===== src/rtl/time_set_ctrl.sv =====
// ---------------------------------------------------------------------------
// time_set_ctrl
//   Time-of-day core and key-driven set-mode sequencer for the digital clock.
//   In RUN the HH:MM:SS counter advances on every tick_1hz. A mode key steps
//   through SET_HR -> SET_MIN -> SET_SEC -> RUN. While a field is selected,
//   time is frozen, inc/dec keys edit that field with wrap-around, and ticks
//   only drive the blink phase and the idle timeout back to RUN.
//
// Ports
//   clk        in   system clock
//   rst        in   synchronous, active-high reset
//   tick_1hz   in   one-cycle pulse, once per second
//   key_mode   in   one-cycle pulse: advance edit field
//   key_inc    in   one-cycle pulse: increment selected field
//   key_dec    in   one-cycle pulse: decrement selected field
//   hour       out  hours 0..23
//   min        out  minutes 0..59
//   sec        out  seconds 0..59
//   edit_field out  0=none(RUN) 1=hour 2=min 3=sec
//   set_active out  1 in any SET state
//   blink      out  blank phase for the selected field; 0 in RUN
// ---------------------------------------------------------------------------
module time_set_ctrl #(
  parameter int unsigned TIMEOUT_S = 10  // idle seconds before auto-return (1..63)
) (
  input  logic       clk,
  input  logic       rst,
  input  logic       tick_1hz,
  input  logic       key_mode,
  input  logic       key_inc,
  input  logic       key_dec,
  output logic [4:0] hour,
  output logic [5:0] min,
  output logic [5:0] sec,
  output logic [1:0] edit_field,
  output logic       set_active,
  output logic       blink
);

  // The encoding doubles as the edit_field value.
  typedef enum logic [1:0] {
    ST_RUN     = 2'd0,
    ST_SET_HR  = 2'd1,
    ST_SET_MIN = 2'd2,
    ST_SET_SEC = 2'd3
  } state_e;

  localparam logic [5:0] IDLE_LAST = 6'(TIMEOUT_S - 1);

  state_e     state_q, state_d;
  logic [4:0] hour_q,  hour_d;
  logic [5:0] min_q,   min_d;
  logic [5:0] sec_q,   sec_d;
  logic [5:0] idle_q,  idle_d;
  logic       blink_q, blink_d;

  logic step_up, step_dn, edit_key, timeout;

  // Compare-then-wrap keeps every field inside its legal range.
  function automatic logic [5:0] wrap_inc(input logic [5:0] val, input logic [5:0] max);
    return (val >= max) ? 6'd0 : val + 6'd1;
  endfunction

  function automatic logic [5:0] wrap_dec(input logic [5:0] val, input logic [5:0] max);
    return (val == 6'd0 || val > max) ? max : val - 6'd1;
  endfunction

  // inc and dec together cancel, but both still count as key activity.
  assign step_up  = key_inc & ~key_dec;
  assign step_dn  = key_dec & ~key_inc;
  assign edit_key = key_inc | key_dec;
  // A pending inc/dec clears the idle count, so it also suppresses the timeout.
  assign timeout  = tick_1hz & ~edit_key & (idle_q == IDLE_LAST);

  always_comb begin
    // NOTE: every variable gets a default before the case so no path leaves
    // it unassigned; a missing default here would infer a latch.
    state_d = state_q;
    hour_d  = hour_q;
    min_d   = min_q;
    sec_d   = sec_q;
    idle_d  = idle_q;
    blink_d = blink_q;

    unique case (state_q)
      ST_RUN: begin
        idle_d  = 6'd0;
        blink_d = 1'b0;
        if (tick_1hz) begin
          sec_d = wrap_inc(sec_q, 6'd59);
          if (sec_q == 6'd59) begin
            min_d = wrap_inc(min_q, 6'd59);
            if (min_q == 6'd59) begin
              hour_d = 5'(wrap_inc({1'b0, hour_q}, 6'd23));
            end
          end
        end
        if (key_mode) begin
          state_d = ST_SET_HR;
          blink_d = 1'b1;
        end
      end

      default: begin
        if (key_mode) begin
          // Mode wins over inc/dec and over a coincident timeout.
          unique case (state_q)
            ST_SET_HR:  state_d = ST_SET_MIN;
            ST_SET_MIN: state_d = ST_SET_SEC;
            default:    state_d = ST_RUN;
          endcase
          idle_d  = 6'd0;
          blink_d = (state_d != ST_RUN);
        end else if (timeout) begin
          state_d = ST_RUN;
          idle_d  = 6'd0;
          blink_d = 1'b0;
        end else begin
          if (edit_key) begin
            idle_d = 6'd0;
          end else if (tick_1hz) begin
            idle_d = idle_q + 6'd1;
          end
          if (tick_1hz) begin
            blink_d = ~blink_q;
          end
          unique case (state_q)
            ST_SET_HR: begin
              if (step_up) hour_d = 5'(wrap_inc({1'b0, hour_q}, 6'd23));
              if (step_dn) hour_d = 5'(wrap_dec({1'b0, hour_q}, 6'd23));
            end
            ST_SET_MIN: begin
              if (step_up) min_d = wrap_inc(min_q, 6'd59);
              if (step_dn) min_d = wrap_dec(min_q, 6'd59);
            end
            default: begin
              if (step_up) sec_d = wrap_inc(sec_q, 6'd59);
              if (step_dn) sec_d = wrap_dec(sec_q, 6'd59);
            end
          endcase
        end
      end
    endcase
  end

  // NOTE: sequential state uses non-blocking assignments so every flop
  // samples the pre-edge values regardless of statement order.
  always_ff @(posedge clk) begin
    if (rst) begin
      state_q <= ST_RUN;
      hour_q  <= 5'd0;
      min_q   <= 6'd0;
      sec_q   <= 6'd0;
      idle_q  <= 6'd0;
      blink_q <= 1'b0;
    end else begin
      state_q <= state_d;
      hour_q  <= hour_d;
      min_q   <= min_d;
      sec_q   <= sec_d;
      idle_q  <= idle_d;
      blink_q <= blink_d;
    end
  end

  assign hour       = hour_q;
  assign min        = min_q;
  assign sec        = sec_q;
  assign edit_field = state_q;
  assign set_active = (state_q != ST_RUN);
  assign blink      = blink_q;

endmodule


===== config.mk =====
export PLATFORM = sky130hd
export DESIGN_NAME = time_set_ctrl
export DESIGN_NICKNAME = d
export VERILOG_FILES = /design/src/rtl/time_set_ctrl.sv
export SDC_FILE = /design/constraint.sdc
export NUM_CORES = 1
export LEC_CHECK = 0
export ABC_AREA = 1
export ABC_CLOCK_PERIOD_IN_PS = 5240
export BUFFER_PORTS_ARGS = -buffer_cell sky130_fd_sc_hd__buf_4
export CORE_UTILIZATION = 62
export CTS_CLUSTER_DIAMETER = 50
export DETAILED_ROUTE_END_ITERATION = 16
export PLACE_DENSITY = 0.86
export SYNTH_ARGS = -nofsm -noshare
export SYNTH_HDL_FRONTEND = slang
export SYNTH_SLANG_ARGS = --single-unit

===== constraint.sdc =====
create_clock -name clk -period 5.24 [get_ports clk]
set_clock_uncertainty 0.2 [all_clocks]
set_input_delay 0.786 -clock clk [delete_from_list [all_inputs] [get_ports clk]]
set_output_delay 0.786 -clock clk [all_outputs]
set_load 0.02 [all_outputs]

# After elaboration in Yosys (flattened, before gate mapping)
# Cells that the tools add are included.
[word_totals] reg_bits=26 input_bits=6 output_inout_bits=21 word_cells=102
[op_classes] addsub=7 n_lt_le_gt_ge=6 eq_ne=12 n_mux=42 bitwise_logic=9 reduce_logical=20
[ops] cell="6-bit 2-to-1 mux" n=19
[ops] cell="5-bit 2-to-1 mux" n=11
[ops] cell="6-bit by 1-bit adder with 6-bit output, second input constant" n=3
[ops] cell="6-bit == test, second input constant" n=2
[ops] cell="6-bit greater-or-equal comparator, second input constant" n=2
[ops] cell="6-bit greater-than comparator, second input constant" n=2
[ops] cell="6-bit zero test" n=2
[ops] cell="2-bit 2-to-1 mux" n=6
[ops] cell="6-bit by 1-bit subtractor with 6-bit output, second input constant" n=2
[ops] cell="2-bit nonzero test" n=5
[ops] cell="2-bit inequality test, second input constant" n=4
[ops] cell="7-bit AND reduction" n=1
[ops] cell="6-bit by 4-bit == test with 1-bit output, second input constant" n=1
[ops] cell="2-bit by 1-bit inequality test with 1-bit output, second input constant" n=3
[ops] cell="6-bit AND reduction" n=1
[ops] cell="5-bit by 1-bit adder with 5-bit output, second input constant" n=1
[ops] cell="5-bit greater-or-equal comparator, second input constant" n=1
[ops] cell="5-bit greater-than comparator, second input constant" n=1
[ops] cell="5-bit zero test" n=1
[ops] cell="1-bit 2-to-1 mux" n=5
[ops] cell="5-bit AND reduction" n=1
[ops] cell="5-bit OR reduction" n=1
[ops] cell="5-bit by 1-bit subtractor with 5-bit output, second input constant" n=1
[ops] cell="1-bit AND" n=4
[ops] cell="11 further kinds" n=16

# Logic depth before layout (Yosys ltp)
[logic_depth] depth_word=8 depth_mapped=12 ltp_nobuf=12

# Least setup slack after synthesis
# No wires, ideal clock.
[synth_path] path_type="input-to-reg" from="in key_inc" to="reg sec_q[3] (netlist: sec[3])" setup_ns=0.109 t_arrival_ns=1.817 t_required_ns=4.931 setup_slack_ns=3.114 stages=11 path_buffers=0 path_cell_list="inv_1 ha_1 nand2_1 a21oi_2 nand2_2 nor2_4 inv_2 nor2_4 nand2_1 nand2_1 inv_1"
[synth_between] elab_chain_len=7 elab_cells_between_ends=15 classes_between="1 x eq/ne; 5 x mux; 7 x bitwise; 2 x reduce/logical"
[synth_rtl] item="start: declaration" line_no="30" rtl="input logic key_inc,"
[synth_rtl] item="1-bit NOT" line_no="70" rtl="assign step_dn = key_dec & ~key_inc;"
[synth_rtl] item="1-bit AND" line_no="70"
[synth_rtl] item="6-bit 2-to-1 mux" line_no="138" rtl="if (step_dn) sec_d = wrap_dec(sec_q, 6'd59);"
[synth_rtl] item="6-bit 2-to-1 mux" line_no="127" rtl="unique case (state_q)"
[synth_rtl] item="6-bit 2-to-1 mux" line_no="114" rtl="end else if (timeout) begin"
[synth_rtl] item="6-bit 2-to-1 mux" line_no="105" rtl="if (key_mode) begin"
[synth_rtl] item="6-bit 2-to-1 mux" line_no="85" rtl="unique case (state_q)"
[synth_rtl] item="end signal: assignment" line_no="153" rtl="sec_q <= 6'd0;"
[synth_rtl] item="end signal: assignment" line_no="160" rtl="sec_q <= sec_d;"
[synth_rtl] item="end: declaration" line_no="53" rtl="logic [5:0] sec_q, sec_d;"
# Several ways; a longest one is shown, not always the timed one. The select of a mux whose other input is x is not followed.
# A chain may end at the register's enable or synchronous reset.

# Worst setup path in the final report
[layout_path] from="reg state_q[0] (netlist: edit_field[0])" to="out set_active"
[layout_between] elab_chain_len=1
[layout_rtl] item="start: declaration" line_no="50" rtl="state_e state_q, state_d;"
[layout_rtl] item="start signal: assignment" line_no="157" rtl="state_q <= state_d;"
[layout_rtl] item="2-bit nonzero test" line_no="170" rtl="assign set_active = (state_q != ST_RUN);"
[layout_rtl] item="end: declaration" line_no="36" rtl="output logic set_active,"
# Every way passes these cells.

==> results.ini <==
[yosys]
ys_ff_latch=26
synth_area_sq_mm=0.00200
yosysWarnings=0
syn-num-nets=346
async_reset_ff_share_pct=0
synth_edf_count=0
ys.flop_type=dfxtp_1
yosysUniqueCellTypes=31
syn_avg_cell_area_sq_um=6.14
synthCells=325
synth-seq-area-share_pct=26.1

[route]
final_antenna_net_count=0
drt_iter0_markers=187
drc=0
wirelength_microns=4630
firstDrtPassIters=5
via_count=2135
wl_per_cell_microns=11.8
viasPerCell=5.45

[timing]
finalSetupTns_ps=0
period_share_pct=47.1
worst_slew_pin_slew_ps=466
rsz0062_at_grt=no
hold_viol_final=0
slew_viol_final=0
setup_viol=0
period_needed_ps=2470
max_freq_ghz=0.405
slew_headroom_pct=68.9

[place]
dp_hpwl_microns=3440
place_area_sq_mm=0.00221
gp_congestion=0.947
port_buffers=26

[critical_path]
cpPeakStageDelay_ps=420
crit_path_top_delay_cell=dfxtp_1
startpoint_type=register
crit_end=set_active
critical_path_buf_inv_count=3
path_depth=4
cp.arrival_ps=1480
crit_family=buffers and inverters
cp-startpoint=edit_field[0]
r2r_end=sec[4]
crit_path_max_fanout=9
path_class=register to output port
endpoint_kind=output port
worstRegToRegCells=11
r2r-start=edit_field[0]
r2r_setup_slack_ps=3000
path_cells=inv_1 > ha_1 > inv_2 > buf_4
cp.required_ps=4250

[grt]
antenna_found_initial=0
track_usage_pct=28.9
grt_pass1_vias=1846
grt_max_degree=16
overflow=0
grt_first_pass_wirelength_microns=7800

[cts]
ctsRootBufferMaster=clkbuf_4
hold_buffers=0
clock_latency_ps=340
numCtsBuffers=3
htree_levels=1
path_clk_slew_ps=160
cts_resized=0
cts.sinks=26
post_cts_buffers=0
cts_buffer_depth=2
cts_tree=yes

[floorplan]
std_cell_rows=20
dieHeight_microns=58.7
core_area_sq_mm=0.00305
die_w_microns=58.7
start_util_pct=65.4
dieArea_sq_mm=0.00345
pin_count=27

[job]
drv_cap=0

[layout]
syn_to_final_growth_pct=13.5
drive_gt1_share_pct=12.1
fin_area_sq_mm=0.00227
layout.nets=370
num_antenna_cells=0

[power]
p_leak_nw=1.10
ir_drop_uv=164
power.density_mw_per_mm2=211

[worst_hold_path]
hp-class=register to register

[outcome]
status=completed

[synth_stat cells (all sizes together), types with 2 or more instances]
cell type,n,area share (%)
o21ai,25,6.3
o22ai,2,0.63
nor3,3,0.75
nand3,22,5.8
nand4,3,0.94
ha,15,9.4
clkbuf,2,0.44
o211ai,2,0.75
or2,2,0.63
xnor2,2,0.88
xor2,8,3.5
a31oi,2,0.63
a21oi,22,5.7
inv,38,7.1
buf,5,1.2
nor2,58,12
dfxtp,26,26
nand2,84,16
[worst reg2reg max path: stages (launching register included)]
cell     delay [ps]
dfxtp_1         420
inv_1            90
ha_1            280
inv_2           180
nand2_2         210
inv_1           320
o21ai_0         150
a21oi_1         140
nor2_1           60
nand2_1          60
nand2_1          50
inv_1            40
[per-layer routing]
layer | track usage [%] | vias up | routed length [microns]
met5 | 0 | - | 0
met4 | 9.86 | 0 | 59
met3 | 1.98 | 9 | 275
met2 | 47.1 | 82 | 2130
met1 | 40.4 | 954 | 2160
li1 | - | 1090 | -
[logic make-up (layout without fill, tap and decap cells)]
family | Yosys count | after routing | share of synthesized area, %
flip-flops | 26 | 26 | 26.1
XOR/XNOR | 10 | 10 | 4.39
buffers and inverters | 46 | 69 | 8.96
adder cells (fa/ha/maj) | 15 | 15 | 9.40
AND/OR/NAND/NOR | 174 | 174 | 36.8
AO/OA/AOI/OAI | 54 | 54 | 14.4
[flip-flops by register name, indices dropped and copies added (netlist names)]
name,cells
sec,6
min,6
blink,1
hour,5
idle_q,6
edit_field,2
[layout make-up]
type                    instances  area, sq um
well taps                      44         55.1
flip-flops and latches         26          520
fillers                       279          787
inverters                      39          146
clock buffers                   3         22.5
multi-input cells             253         1300
repair buffers                 26          195
clock inverters                 1         30.0
[cell usage in the layout (no fill, tap or decap)]
master     netlist  final
buf_4            0     26
inv_2            2      2
inv_1           36     36
a31oi_1          2      2
nand3_1         21     21
nor2_4           2      2
dfxtp_1         26     26
ha_1            15     15
nor3b_1          1      1
nor2_1          55     55
o211ai_1         2      2
nand2_2          3      3
or2_2            2      2
clkbuf_4         0      3
nand2_1         81     81
clkinv_1         1      1
o22ai_1          2      2
o21ai_1          1      1
a21oi_1         21     21
nor3_1           3      3
nand3b_1         1      1
o21ai_0         24     24
nand3_2          1      1
o21a_1           1      1
xor2_1           8      8
a21oi_2          1      1
nand4_1          3      3
bufinv_16        0      1
nor2_2           1      1
xnor2_1          2      2
[how the worst min path moves through the flow]
| stage | end | start | slack, ps | depth (start not counted) |
|---|---|---|---|---|
| after global placement | idle_q[1] | idle_q[1] | 280 | 2 |
| after CTS | idle_q[1] | idle_q[1] | 300 | 2 |
| after floorplan | idle_q[1] | idle_q[1] | 260 | 2 |
| final | idle_q[1] | idle_q[1] | 300 | 2 |
| after global routing | idle_q[1] | idle_q[1] | 320 | 2 |
| after detailed placement | idle_q[1] | idle_q[1] | 280 | 2 |
[through the flow]
stage	worst slack (ps)	power, mW	std cells	hold slack (ps)	util, %
3_5_place_dp	2840	0.336	388	283	72.5
5_1_grt	2700	0.499	392	320	74.2
4_1_cts	2770	0.478	392	303	74.2
2_1_floorplan	3110	0.301	325	256	-
3_3_place_gp	2890	0.334	388	277	72.5
6_report	2770	0.479	392	299	74.2
[report_power, final]
part | leakage (nW) | internal, mW | switching, mW | total [mW]
clock | 0.0279 | 0.0775 | 0.0666 | 0.144
sequential | 0.211 | 0.206 | 0.0133 | 0.219
combinational | 0.856 | 0.0426 | 0.0728 | 0.115
total | 1.10 | 0.326 | 0.153 | 0.479
Note: power is estimated with default switching activity, not from simulation.
